File: config.mk
export PLATFORM = sky130hd
export DESIGN_NAME = muldiv_seq
export DESIGN_NICKNAME = d
export VERILOG_FILES = /design/src/rtl/muldiv_seq_pkg.sv /design/src/rtl/muldiv_iter_dp.sv /design/src/rtl/muldiv_seq.sv
export SDC_FILE = /design/constraint.sdc
export NUM_CORES = 1
export LEC_CHECK = 0
export BUFFER_PORTS_ARGS = -buffer_cell sky130_fd_sc_hd__buf_2
export CORE_MARGIN = 3
export CORE_UTILIZATION = 25
export CTS_CLUSTER_SIZE = 25
export DETAILED_ROUTE_END_ITERATION = 16
export HOLD_SLACK_MARGIN = 0.12
export SLEW_MARGIN = 20
export SYNTH_ARGS = -nofsm -noshare
export SYNTH_HDL_FRONTEND = slang
export SYNTH_SLANG_ARGS = --single-unit
File: constraint.sdc
create_clock -name clk -period 6 [get_ports clk]
set_clock_uncertainty 0.15 [all_clocks]
set_input_delay 0.9 -clock clk [delete_from_list [all_inputs] [get_ports clk]]
set_output_delay 0.9 -clock clk [all_outputs]
set_load 0.01 [all_outputs]
File: src/rtl/muldiv_seq_pkg.sv
// Shared encodings for the execute-stage ALU and the sequential M-extension unit,
// plus small sign-handling helpers used by the multiply/divide fixup.
package muldiv_seq_pkg;

    localparam logic [3:0] alu_func_add  = 4'd0;
    localparam logic [3:0] alu_func_sub  = 4'd1;
    localparam logic [3:0] alu_func_sll  = 4'd2;
    localparam logic [3:0] alu_func_slt  = 4'd3;
    localparam logic [3:0] alu_func_sltu = 4'd4;
    localparam logic [3:0] alu_func_xor  = 4'd5;
    localparam logic [3:0] alu_func_srl  = 4'd6;
    localparam logic [3:0] alu_func_sra  = 4'd7;
    localparam logic [3:0] alu_func_or   = 4'd8;
    localparam logic [3:0] alu_func_and  = 4'd9;

    localparam logic [2:0] muldiv_op_mul    = 3'd0;
    localparam logic [2:0] muldiv_op_mulh   = 3'd1;
    localparam logic [2:0] muldiv_op_mulhsu = 3'd2;
    localparam logic [2:0] muldiv_op_mulhu  = 3'd3;
    localparam logic [2:0] muldiv_op_div    = 3'd4;
    localparam logic [2:0] muldiv_op_divu   = 3'd5;
    localparam logic [2:0] muldiv_op_rem    = 3'd6;
    localparam logic [2:0] muldiv_op_remu   = 3'd7;

    localparam logic [4:0] muldiv_last_step = 5'd31;

    typedef enum logic [1:0] {
        muldiv_st_idle = 2'd0,
        muldiv_st_busy = 2'd1,
        muldiv_st_done = 2'd2
    } muldiv_state_e;

    function automatic logic [31:0] neg_if32(input logic neg, input logic [31:0] val);
        return neg ? (32'd0 - val) : val;
    endfunction

    function automatic logic [63:0] neg_if64(input logic neg, input logic [63:0] val);
        return neg ? (64'd0 - val) : val;
    endfunction

endpackage

File: src/rtl/muldiv_iter_dp.sv
// One-bit-per-cycle iteration datapath: shift-add multiply on {hi,lo} or
// restoring shift-subtract divide (hi = partial remainder, lo = quotient).
module muldiv_iter_dp
    import muldiv_seq_pkg::*;
(
    input  logic        clk,
    input  logic        rst_n,
    input  logic        load,
    input  logic        step,
    input  logic        is_div,
    input  logic [31:0] a_abs,
    input  logic [31:0] b_abs,
    output logic [31:0] nxt_hi,
    output logic [31:0] nxt_lo
);

    logic [31:0] hi_r;
    logic [31:0] lo_r;
    logic [31:0] opnd_r;

    logic [32:0] sum_s;
    logic [32:0] shifted_s;
    logic [31:0] diff_s;
    logic        ge_s;

    assign sum_s     = {1'b0, hi_r} + {1'b0, (lo_r[0] ? opnd_r : 32'd0)};
    assign shifted_s = {hi_r, lo_r[31]};
    assign ge_s      = (shifted_s >= {1'b0, opnd_r});
    // When ge_s holds the true difference is below the divisor, so 32 bits suffice.
    assign diff_s    = shifted_s[31:0] - opnd_r;

    // Value of the accumulator pair after the current iteration
    always_comb begin
        nxt_hi = hi_r;
        nxt_lo = lo_r;
        if (is_div) begin
            if (ge_s) begin
                nxt_hi = diff_s;
                nxt_lo = {lo_r[30:0], 1'b1};
            end else begin
                nxt_hi = shifted_s[31:0];
                nxt_lo = {lo_r[30:0], 1'b0};
            end
        end else begin
            nxt_hi = sum_s[32:1];
            nxt_lo = {sum_s[0], lo_r[31:1]};
        end
    end

    // Accumulator and operand registers
    always_ff @(posedge clk or negedge rst_n) begin
        if (!rst_n) begin
            hi_r   <= 32'd0;
            lo_r   <= 32'd0;
            opnd_r <= 32'd0;
        end else if (load) begin
            hi_r   <= 32'd0;
            lo_r   <= a_abs;
            opnd_r <= b_abs;
        end else if (step) begin
            hi_r   <= nxt_hi;
            lo_r   <= nxt_lo;
        end
    end

endmodule

File: src/rtl/muldiv_seq.sv
// Sequential RV32 M-extension unit: FSM, step counter, handshakes and sign fixup.
// Optional MULDIV_DIV_BYPASS_EN retires divide-by-zero / signed overflow right after accept.
module muldiv_seq
    import muldiv_seq_pkg::*;
(
    input  logic        clk,
    input  logic        rst_n,
    input  logic        req_valid,
    output logic        req_ready,
    input  logic [2:0]  req_op,
    input  logic [31:0] req_a,
    input  logic [31:0] req_b,
    input  logic        flush,
    output logic        resp_valid,
    input  logic        resp_ready,
    output logic [31:0] resp_result,
    output logic        busy
);

    muldiv_state_e state_r;
    logic [4:0]    count_r;
    logic          loaded_r;
    logic [2:0]    op_r;
    logic [31:0]   a_abs_r;
    logic [31:0]   b_abs_r;
    logic          res_neg_r;
    logic          div_zero_r;
    logic          resp_valid_r;
    logic          busy_r;
    logic [31:0]   resp_result_r;

    logic          accept_s;
    logic          a_signed_s;
    logic          b_signed_s;
    logic          a_neg_s;
    logic          b_neg_s;
    logic          res_neg_s;
    logic          div_zero_s;
    logic [31:0]   a_abs_s;
    logic [31:0]   b_abs_s;
    logic          dp_load_s;
    logic          dp_step_s;
    logic [31:0]   nxt_hi_s;
    logic [31:0]   nxt_lo_s;
    logic [63:0]   prod_fix_s;
    logic [31:0]   final_s;

    assign req_ready   = rst_n & ~flush & (state_r == muldiv_st_idle);
    assign accept_s    = req_valid & req_ready;
    assign resp_valid  = resp_valid_r;
    assign resp_result = resp_result_r;
    assign busy        = busy_r;

    // Operand signedness for the requested op
    always_comb begin
        a_signed_s = 1'b0;
        b_signed_s = 1'b0;
        case (req_op)
            muldiv_op_mulh, muldiv_op_div, muldiv_op_rem: begin
                a_signed_s = 1'b1;
                b_signed_s = 1'b1;
            end
            muldiv_op_mulhsu: begin
                a_signed_s = 1'b1;
                b_signed_s = 1'b0;
            end
            default: begin
                a_signed_s = 1'b0;
                b_signed_s = 1'b0;
            end
        endcase
    end

    assign a_neg_s    = a_signed_s & req_a[31];
    assign b_neg_s    = b_signed_s & req_b[31];
    assign a_abs_s    = neg_if32(a_neg_s, req_a);
    assign b_abs_s    = neg_if32(b_neg_s, req_b);
    // Remainders take the dividend's sign; products and quotients the xor of both.
    assign res_neg_s  = (req_op[2] & req_op[1]) ? a_neg_s : (a_neg_s ^ b_neg_s);
    assign div_zero_s = req_op[2] & (req_b == 32'd0);

    // The first BUSY cycle stages the latched magnitudes into the datapath.
    assign dp_load_s = (state_r == muldiv_st_busy) & ~loaded_r;
    assign dp_step_s = (state_r == muldiv_st_busy) & loaded_r;

    muldiv_iter_dp u_iter_dp (
        .clk    (clk),
        .rst_n  (rst_n),
        .load   (dp_load_s),
        .step   (dp_step_s),
        .is_div (op_r[2]),
        .a_abs  (a_abs_r),
        .b_abs  (b_abs_r),
        .nxt_hi (nxt_hi_s),
        .nxt_lo (nxt_lo_s)
    );

    assign prod_fix_s = neg_if64(res_neg_r, {nxt_hi_s, nxt_lo_s});

    // Result selection with sign correction, taken from the final iteration
    always_comb begin
        final_s = 32'd0;
        case (op_r)
            muldiv_op_mul: begin
                final_s = prod_fix_s[31:0];
            end
            muldiv_op_mulh, muldiv_op_mulhsu, muldiv_op_mulhu: begin
                final_s = prod_fix_s[63:32];
            end
            muldiv_op_div, muldiv_op_divu: begin
                final_s = div_zero_r ? 32'hFFFF_FFFF : neg_if32(res_neg_r, nxt_lo_s);
            end
            muldiv_op_rem, muldiv_op_remu: begin
                final_s = neg_if32(res_neg_r, nxt_hi_s);
            end
            default: begin
                final_s = 32'd0;
            end
        endcase
    end

`ifdef MULDIV_DIV_BYPASS_EN
    logic        ovf_s;
    logic        bypass_s;
    logic [31:0] bypass_res_s;

    assign ovf_s = req_op[2] & ~req_op[0] & (req_a == 32'h8000_0000) & (req_b == 32'hFFFF_FFFF);

    // Architecturally fixed results for the two divide corner cases
    always_comb begin
        bypass_s     = 1'b0;
        bypass_res_s = 32'd0;
        if (div_zero_s) begin
            bypass_s     = 1'b1;
            bypass_res_s = req_op[1] ? req_a : 32'hFFFF_FFFF;
        end else if (ovf_s) begin
            bypass_s     = 1'b1;
            bypass_res_s = req_op[1] ? 32'd0 : 32'h8000_0000;
        end else begin
            bypass_s     = 1'b0;
            bypass_res_s = 32'd0;
        end
    end
`endif

    // Control FSM with registered outputs
    always_ff @(posedge clk or negedge rst_n) begin
        if (!rst_n) begin
            state_r       <= muldiv_st_idle;
            count_r       <= 5'd0;
            loaded_r      <= 1'b0;
            op_r          <= 3'd0;
            a_abs_r       <= 32'd0;
            b_abs_r       <= 32'd0;
            res_neg_r     <= 1'b0;
            div_zero_r    <= 1'b0;
            resp_valid_r  <= 1'b0;
            busy_r        <= 1'b0;
            resp_result_r <= 32'd0;
        end else begin
            case (state_r)
                muldiv_st_idle: begin
                    if (accept_s) begin
                        op_r       <= req_op;
                        a_abs_r    <= a_abs_s;
                        b_abs_r    <= b_abs_s;
                        res_neg_r  <= res_neg_s;
                        div_zero_r <= div_zero_s;
                        count_r    <= 5'd0;
                        loaded_r   <= 1'b0;
                        busy_r     <= 1'b1;
`ifdef MULDIV_DIV_BYPASS_EN
                        if (bypass_s) begin
                            state_r       <= muldiv_st_done;
                            resp_valid_r  <= 1'b1;
                            resp_result_r <= bypass_res_s;
                        end else begin
                            state_r       <= muldiv_st_busy;
                        end
`else
                        state_r    <= muldiv_st_busy;
`endif
                    end
                end
                muldiv_st_busy: begin
                    if (flush) begin
                        state_r <= muldiv_st_idle;
                        busy_r  <= 1'b0;
                    end else if (!loaded_r) begin
                        loaded_r <= 1'b1;
                    end else begin
                        count_r <= count_r + 5'd1;
                        if (count_r == muldiv_last_step) begin
                            state_r       <= muldiv_st_done;
                            resp_valid_r  <= 1'b1;
                            resp_result_r <= final_s;
                        end
                    end
                end
                muldiv_st_done: begin
                    if (flush || resp_ready) begin
                        state_r      <= muldiv_st_idle;
                        resp_valid_r <= 1'b0;
                        busy_r       <= 1'b0;
                    end
                end
                default: begin
                    state_r      <= muldiv_st_idle;
                    resp_valid_r <= 1'b0;
                    busy_r       <= 1'b0;
                end
            endcase
        end
    end

endmodule

== Word-level counts from Yosys, hierarchy flattened ==
Cells that the tools add are included.

* Memories kept: 0
* Bits in writable memories: 0
* Bits in latches: 0
* ROM bits: 0
* Logic and storage cells: 116
* Input port bits: 72
* Output and inout bits: 35
* Bits in registers: 207

* Shift operators: 0
* Bitwise gates (word level): 13
* Equality and inequality tests: 22
* $mul: 0
* Multiplexer cells: 40
* Reduce and logical (&&, ||, !) cells: 18
* Add/sub/neg operators: 8
* Divide/modulo/power cells: 0
* Order comparisons: 1

{| class="wikitable"
|+ Operators by type and width
! operator !! count
|-
| two-way mux 32 bit || 13
|-
| one-hot mux 32 bit (4 select lines) || 1
|-
| subtractor 1 x 32 -> 32 bit (first input constant) || 4
|-
| two-way mux 64 bit || 1
|-
| subtractor 1 x 64 -> 64 bit (first input constant) || 1
|-
| adder 32 x 32 -> 33 bit || 1
|-
| greater-or-equal comparator 33 x 32 -> 1 bit || 1
|-
| zero test 32 bit || 1
|-
| subtractor 32 bit || 1
|-
| equality test 3 bit (second input constant) || 6
|-
| two-way mux 5 bit || 3
|-
| two-way mux 1 bit || 12
|-
| AND reduction 4 bit || 3
|-
| two-way mux 2 bit || 5
|-
| != test 2 bit (second input constant) || 5
|-
| one-hot mux 5 bit (2 select lines) || 1
|-
| bitwise AND 1 bit || 9
|-
| equality test 3 x 2 -> 1 bit (second input constant) || 3
|-
| equality test 3 x 1 -> 1 bit (second input constant) || 2
|-
| one-hot mux 1 bit (3 select lines) || 2
|-
| one-hot mux 2 bit (3 select lines) || 1
|-
| AND reduction 3 bit || 2
|-
| OR reduction 3 bit || 2
|-
| adder 5 x 1 -> 5 bit (second input constant) || 1
|-
| 17 further kinds || 21
|}

== Logic depth before layout (Yosys ltp) ==
Gate-level depths: netlist of run 1.

* Depth after elaboration: 7
* Mapped depth: 22
* Depth with buffers taken out: 19

== By module ==
Synthesis of run 1 repeated with hierarchy kept, for this count alone.

* Cell total of the unflattened synthesis: 2,165
* Area total of the unflattened synthesis: 17,372.9 um^2

{| class="wikitable"
|+ By module, submodules not included
! module !! cells an instance !! area an instance (um^2) !! seq. area each (um^2) !! instances
|-
| muldiv_iter_dp || 1,082 || 8,876.0 || 2,402.3 || 1
|-
| muldiv_seq || 1,083 || 8,496.9 || 2,777.7 || 1
|}

== Worst setup path before layout of run 1 ==
OpenSTA, ideal clock, no wires.

* Path type: register -> register
* Start: register u_iter_dp.hi_r[0]
* End: register resp_result_r[26] (netlist: resp_result[26])
* Stages on the path, launching flop included: 20
* Path buffers: 2
* Slack: 1,130 ps
* Data required time: 5,729 ps
* Clock period less this slack: 4,870 ps
* Data arrival time: 4,599 ps
* Library setup time: 121 ps
* Cell sequence: dfrtp_1 ha_1 nor2b_1 o2111ai_1 a211oi_4 o31a_2 nor2_1 clkbuf_1 clkbuf_1 a21oi_1 inv_1 ha_1 nand3b_1 or3_1 nor2_1 nand2b_1 o41ai_1 mux2i_1 o211ai_1 a22o_1

* Word-level cells in the longest chain between the ends: 7
* Elaborated cells on any way between the ends: 15
* Classes of those cells: add/sub: 5; order compare: 1; mux: 9

{| class="wikitable"
|+ RTL lines
! element !! line !! text
|-
| start, declared || muldiv_iter_dp.sv:17 || <nowiki>logic [31:0] hi_r;</nowiki>
|-
| start signal, assigned || muldiv_iter_dp.sv:61 || <nowiki>hi_r <= nxt_hi;</nowiki>
|-
| parallel branches: the longest is 6 deep, another holds subtractor 1 x 64 -> 64 bit || -- ||
|-
| one-hot mux 32 bit (4 select lines) (*) || muldiv_seq.sv:103 || <nowiki>case (op_r)</nowiki>
|-
| end signal, assigned || muldiv_seq.sv:196 || <nowiki>resp_result_r <= final_s;</nowiki>
|-
| end, declared || muldiv_seq.sv:30 || <nowiki>logic [31:0] resp_result_r;</nowiki>
|}

Mark *: on every way between the ends.
A chain may end at the register's enable or synchronous reset.

== Worst setup path after layout of run 1 ==
* Start: register u_iter_dp.lo_r[0]
* End: register resp_result_r[31] (netlist: resp_result[31])

* Word-level cells in the longest chain between the ends: 7
* Elaborated cells on any way between the ends: 12
* Classes of those cells: add/sub: 4; mux: 8

{| class="wikitable"
|+ RTL lines
! element !! line !! text
|-
| start, declared || muldiv_iter_dp.sv:18 || <nowiki>logic [31:0] lo_r;</nowiki>
|-
| start signal, assigned || muldiv_iter_dp.sv:58 || <nowiki>lo_r <= a_abs;</nowiki>
|-
| start signal, assigned || muldiv_iter_dp.sv:62 || <nowiki>lo_r <= nxt_lo;</nowiki>
|-
| two-way mux 32 bit || muldiv_iter_dp.sv:26 || <nowiki>assign sum_s = {1'b0, hi_r} + {1'b0, (lo_r[0] ? opnd_r : 32'd0)};</nowiki>
|-
| adder 32 x 32 -> 33 bit || muldiv_iter_dp.sv:26 ||
|-
| two-way mux 32 bit || muldiv_iter_dp.sv:36 || <nowiki>if (is_div) begin</nowiki>
|-
| subtractor 1 x 32 -> 32 bit || muldiv_seq_pkg.sv:34 || <nowiki>return neg ? (32'd0 - val) : val;</nowiki>
|-
| two-way mux 32 bit || muldiv_seq_pkg.sv:34 ||
|-
| two-way mux 32 bit || muldiv_seq.sv:111 || <nowiki>final_s = div_zero_r ? 32'hFFFF_FFFF : neg_if32(res_neg_r, nxt_lo_s);</nowiki>
|-
| one-hot mux 32 bit (4 select lines) (*) || muldiv_seq.sv:103 ||
|}

Every way passes the cells marked *; elsewhere a longest branch is shown, timed or not.

==> qor.txt, run 1 <==
Outcome: finished, final reports clean
Post-synth top cells: 323 x nand2_1, 277 x o21ai_0, 207 x dfrtp_1, 188 x a21oi_1, 158 x nor2_1
P_leak: 8.39 nW
Async SR Flop Fraction: 100%
CP required: 6.29 ns
Synth area leaders: dfrtp_1 29%, o21ai_0 7.8%, nand2_1 6.8%
Synth Area in Adders: 5.17%
Initial antenna violation count: 0
Comb pwr share: 68.1%
P per Cell Area: 605 nW/um^2
Row count: 96
Net load switching power: 6.63 mW
Chip Width: 272 um
Total Power: 12.2 mW
Vias in the first global route: 17200
Power Internal: 5.53 mW
Fin. max-slew vios: 0
Crit-path max FO: 22
TritonCTS buffer count: 24
Final setup vio count: 0
Filler Cells Inserted: 7631
Max-Cap Viols: 0
Clk sink count: 207
CTS H-tree lvls: 1
Vias per inst: 5.52
Worst Max-Slew Pin Slew: 1.09 ns
R2R setup slack: 0.49 ns
Die H: 272 um
Share of the synthesized area in the top cell type: 29.2%
Cells after Synth: 2310
Sequential area share after synthesis: 29.2%
Main flop type after synthesis: dfrtp_1
Core area: 69400 um^2
DR WL/cell: 20.8 um
Clock latency on the worst-skew pair: 0.56 ns
Simple-gate share of the synthesized area: 22.2%
GP Congestion: 1.02
Max_slew headroom: 26.9%
Number of synthesized flops with an enable pin: 0
Final min period: 5.51 ns
Cts hold-fix bufs: 0
Initial drt markers: 1775
Via count: 18200
Port Buffers: 106
Post-synthesis compound-gate area fraction: 28.5%
Area growth, synth to finish: 13.5%
CTS tree: built
# diodes: 0
Die footprint: 74100 um^2
Share of cells above drive strength 1: 10.5%
Clk pwr share: 13.4%
Reg area: 5180 um^2
Initial Utilization: 25.5%
Multi-input gate area: 11700 um^2
Most common cell in the synthesized netlist: nand2_1
Fin nets: 2493
DPL Wire Length: 52800 um
Root Buffer Master: clkbuf_16
Mux cell area share after synthesis: 3.16%
Global-route wire length before repair: 105000 um
CTS max path bufs: 3
GRT Total Usage: 17.9%
Drt first pass iters: 6
Syn avg cell area: 7.67 um^2
Unrepaired setup endpoints after global routing: false
Syn_nets: 2454
Peak supply drop: 255 uV
Yosys top cell by area: dfrtp_1
Sequential share of power: 18.4%
Drt drc: 0
Critical path class: register to register
Antenna Nets Post-Route: 0
Detailed Route WL: 68500 um
Worst Setup Start Kind: register
I/O pin count: 107
Setup Buffers After CTS: 0
CP arrival: 5.80 ns
Largest net degree at the start of global routing: 130
Unique masters post-synth: 95
Worst hold path type: input pin to async pin
#FFs+latches synth: 207
Global route overflow: 0
CTS resizes: 0
Reg clk slew, reported paths: 0.07 ns
Syn Std Cell Area: 17700 um^2
Final Hold Fails: 0
Period utilisation layout: 91.8%
Max Freq: 182 MHz
Ys Warns: 0
Setup TNS: 0 ns
XOR/XNOR Fraction of Synth Area: 6.97%
Sw frac: 54.5%
Largest family of logic cells by synthesized area: compound AO/OA/AOI/OAI gates
Worst Setup End Kind: register
## cell type report
class / instances / share of cell area, %
clock inverter: 13 / 1.05
tap: 931 / 5.80
sequential: 207 / 25.8
timing repair buffer: 152 / 4.47
multi-input combinational: 1889 / 58.3
inverter: 75 / 1.40
clock buffer: 28 / 3.21
## metal layers
metal  share of wire (%)  track usage, %  vias up  wire (um)
li1                    -               -     8544          -
met1                  43            23.7     8661      29100
met2                  45            29.1      794      31000
met3                 7.4            2.36      185       5090
met4                 4.9            7.79        0       3340
met5                   0               0        -          0
## cells in the final DEF, fill, tap and decap left out, drive strengths merged, types with 62 or more instances in the layout
cell type	synthesis	routed
o21ai	285	285
nor3	63	63
buf	29	152
xnor2	79	79
ha	70	70
dfrtp	207	207
nor2	158	158
nand2	324	324
xor2	62	62
a21oi	188	188
inv	74	75
## power by group through the flow
stage / Combinational (mW) / Clock, mW / Sequential [mW]
5_1_grt: 8.84 / 1.72 / 2.30
3_3_place_gp: 8.00 / 0 / 2.25
6_report: 8.28 / 1.63 / 2.24
4_1_cts: 8.01 / 1.67 / 2.24
2_1_floorplan: 5.45 / 0 / 2.05
3_5_place_dp: 7.95 / 0 / 2.26
## flip-flops by register name, indices dropped and copies added, names as in the netlist, 2 cells and up
name,flops
u_iter_dp.opnd_r,32
state_r,2
b_abs_r,32
resp_result,32
op_r,3
u_iter_dp.lo_r,32
a_abs_r,32
u_iter_dp.hi_r,32
count_r,5
## worst paths after layout
kind | depth (start not counted) | end | from
setup / recovery | 13 | resp_result[31] | u_iter_dp.lo_r[0]
hold / removal | 1 | b_abs_r[23] | rst_n
setup reg to reg | 13 | resp_result[31] | u_iter_dp.lo_r[0]
hold reg to reg | 2 | b_abs_r[31] | b_abs_r[31]
max in group asynchronous | 2 | op_r[2] | rst_n
min in group clk | 2 | b_abs_r[31] | b_abs_r[31]
## kinds of logic after synthesis
group / count (synthesis)
and+or+nand+nor: 824
xor gates and xnor gates: 141
AOI/OAI and AO/OA: 798
DFF: 207
muxes: 54
buffers and inverters: 214
adders and majority gates: 72
## critical path, cell delays in order, from the launching register on
cell and delay (ns):
dfrtp_1 0.60, and2_1 0.28, ha_1 0.45, nand4_1 0.23, or4_1 0.72, and4_1 0.28, or4_1 0.60, o221ai_1 0.22
o21a_1 0.25, nand4_1 0.51, nor4bb_1 0.61, a31oi_1 0.15, nor3b_1 0.23, a21oi_1 0.09
## stage by stage
| step | instances | utilization [%] | setup WS [ns] | hold slack (ns) | instance area, um^2 |
|---|---|---|---|---|---|
| 5_1_grt | 3295 | 29.0 | 0.224 | 0.288 | 20100 |
| 3_5_place_dp | 3254 | 27.7 | 0.673 | 0.312 | 19200 |
| 3_3_place_gp | 3254 | 27.7 | 0.541 | 0.309 | 19200 |
| 4_1_cts | 3295 | 29.0 | 0.644 | 0.253 | 20100 |
| 2_1_floorplan | 2310 | - | 1.13 | 0.289 | 17700 |
| 6_report | 3295 | 29.0 | 0.493 | 0.232 | 20100 |
No activity file was read; power rests on OpenSTA's default activity.
==> inputs of run 2 (changes only) <==
Settings changed: CELL_PAD_IN_SITES_DETAIL_PLACEMENT from default to 1, CELL_PAD_IN_SITES_GLOBAL_PLACEMENT from default to 1, PLACE_DENSITY_LB_ADDON from default to 0.1.
==> qor.txt, run 2 (synthesis results as in run 1) <==
DP Worst Slack: 0.181 ns
Die footprint: 74100 um^2
Worst Max-Slew Pin Slew: 1.07 ns
Filler Cells Inserted: 8451
Commonest non-fill, non-tap cells in the layout: 321 x nand2_1, 277 x o21ai_0, 204 x dfrtp_1
Final std cells w/o fill: 3346
Detailed Route WL: 84100 um
Peak supply drop: 264 uV
CTS H-tree lvls: 1
Final Hold Fails: 0
Cts hold-fix bufs: 0
Max-Cap Viols: 0
Worst Setup End Kind: register
Drt first pass iters: 5
Final min period: 5.64 ns
Critical path class: register to register
Unrepaired setup endpoints after global routing: false
Hold WS: 0.159 ns
Fin. max-slew vios: 0
Final core utilization: 29.7%
Antenna Nets Post-Route: 0
Post-route worst setup slack: 0.357 ns
Clk sink count: 207
Chip Width: 272 um
DR WL/cell: 25.1 um
P_leak: 8.67 nW
Root Buffer Master: clkbuf_16
CP arrival: 6.03 ns
Share of cells above drive strength 1: 12.3%
Core area: 69400 um^2
GRT Total Usage: 22.2%
Max Freq: 177 MHz
Via count: 18400
GP Congestion: 0.948
CTS tree: built
Multi-input gate area: 11700 um^2
Reg area: 5190 um^2
Largest net degree at the start of global routing: 133
CTS max path bufs: 3
Initial antenna violation count: 3
Initial Utilization: 25.5%
Setup Buffers After CTS: 0
Drt drc: 0
Commonest non-fill, non-tap cell in the layout: nand2_1
Clock latency on the worst-skew pair: 0.61 ns
I/O pin count: 107
Crit-path max FO: 12
Global route overflow: 0
Reg clk slew, reported paths: 0.07 ns
CP required: 6.39 ns
Row count: 96
Worst R2R Path Depth: 15
Vias in the first global route: 18800
Period utilisation layout: 94.1%
Initial drt markers: 1314
Die H: 272 um
DPL Wire Length: 65500 um
Port Buffers: 106
Setup TNS: 0 ns
TritonCTS buffer count: 29
Fin nets: 2535
Area growth, synth to finish: 16.4%
Worst Setup Start Kind: register
Worst hold path type: input pin to async pin
P per Cell Area: 648 nW/um^2
Global-route wire length before repair: 126000 um
Outcome: finished, final reports clean
Vias per inst: 5.51
Post-placement cell count: 3291
Max_slew headroom: 28.5%
Final setup vio count: 0
==> run 2: worst paths after layout <==
kind / from / endpoint / slack, ns
worst min-delay path: rst_n / b_abs_r[14] / 0.16
min in group clk: resp_result[4] / resp_result[4] / 0.31
max in group asynchronous: rst_n / op_r[2] / 4.24
worst max-delay path: u_iter_dp.opnd_r[21] / resp_result[31] / 0.36
worst min register to register: resp_result[4] / resp_result[4] / 0.31
worst max register to register: u_iter_dp.opnd_r[21] / resp_result[31] / 0.36
==> run 2: where the power goes <==
part	switching [mW]	total, mW	internal, mW
combinational	6.06	9.08	3.02
sequential	0.532	2.31	1.78
clock	0.755	1.97	1.22
total	7.35	13.4	6.02
==> run 2: timing repair <==
item | 4_1_cts | 5_1_grt
hold endpoints to repair | 0 | 0
endpoints found under the setup margin | 0 | 10
resized for setup | 0 | 4
==> run 2: per-stage QoR <==
| step | cell area [um^2] | power, mW |
|---|---|---|
| 2_1_floorplan | 17700 | 7.50 |
| 3_3_place_gp | 19500 | 11.2 |
| 3_5_place_dp | 19500 | 11.3 |
| 4_1_cts | 20600 | 13.4 |
| 5_1_grt | 20600 | 14.3 |
| 6_report | 20600 | 13.4 |
==> run 2: cell type report <==
type	instances	area share (%)
timing repair buffer	189	5.76
multi-input combinational	1889	56.9
sequential	207	25.1
tap	931	5.65
clock buffer	40	4.01
antenna	1	0.0121
clock inverter	14	1.18
inverter	75	1.36
==> run 2: critical path, stage by stage (launching register included) <==
cell and delay, ns:
dfrtp_1 0.37, inv_1 0.10, ha_1 0.51, nand4_1 0.30, or3_1 0.43, nor3_2 0.36, o31ai_4 0.28, a221oi_1 0.57
or3_1 0.54, and3_1 0.29, nand4_1 0.11, buf_4 0.22, nor4b_1 0.73, and4_1 0.31, o21ai_0 0.11, a21oi_1 0.18
==> run 2: routing by layer <==
metal / track usage, % / vias to the layer above / wire, um
li1: - / 8637 / -
met1: 32.7 / 9266 / 41700
met2: 34.5 / 420 / 36700
met3: 2.17 / 99 / 3240
met4: 5.86 / 2 / 2320
met5: 0 / - / 13
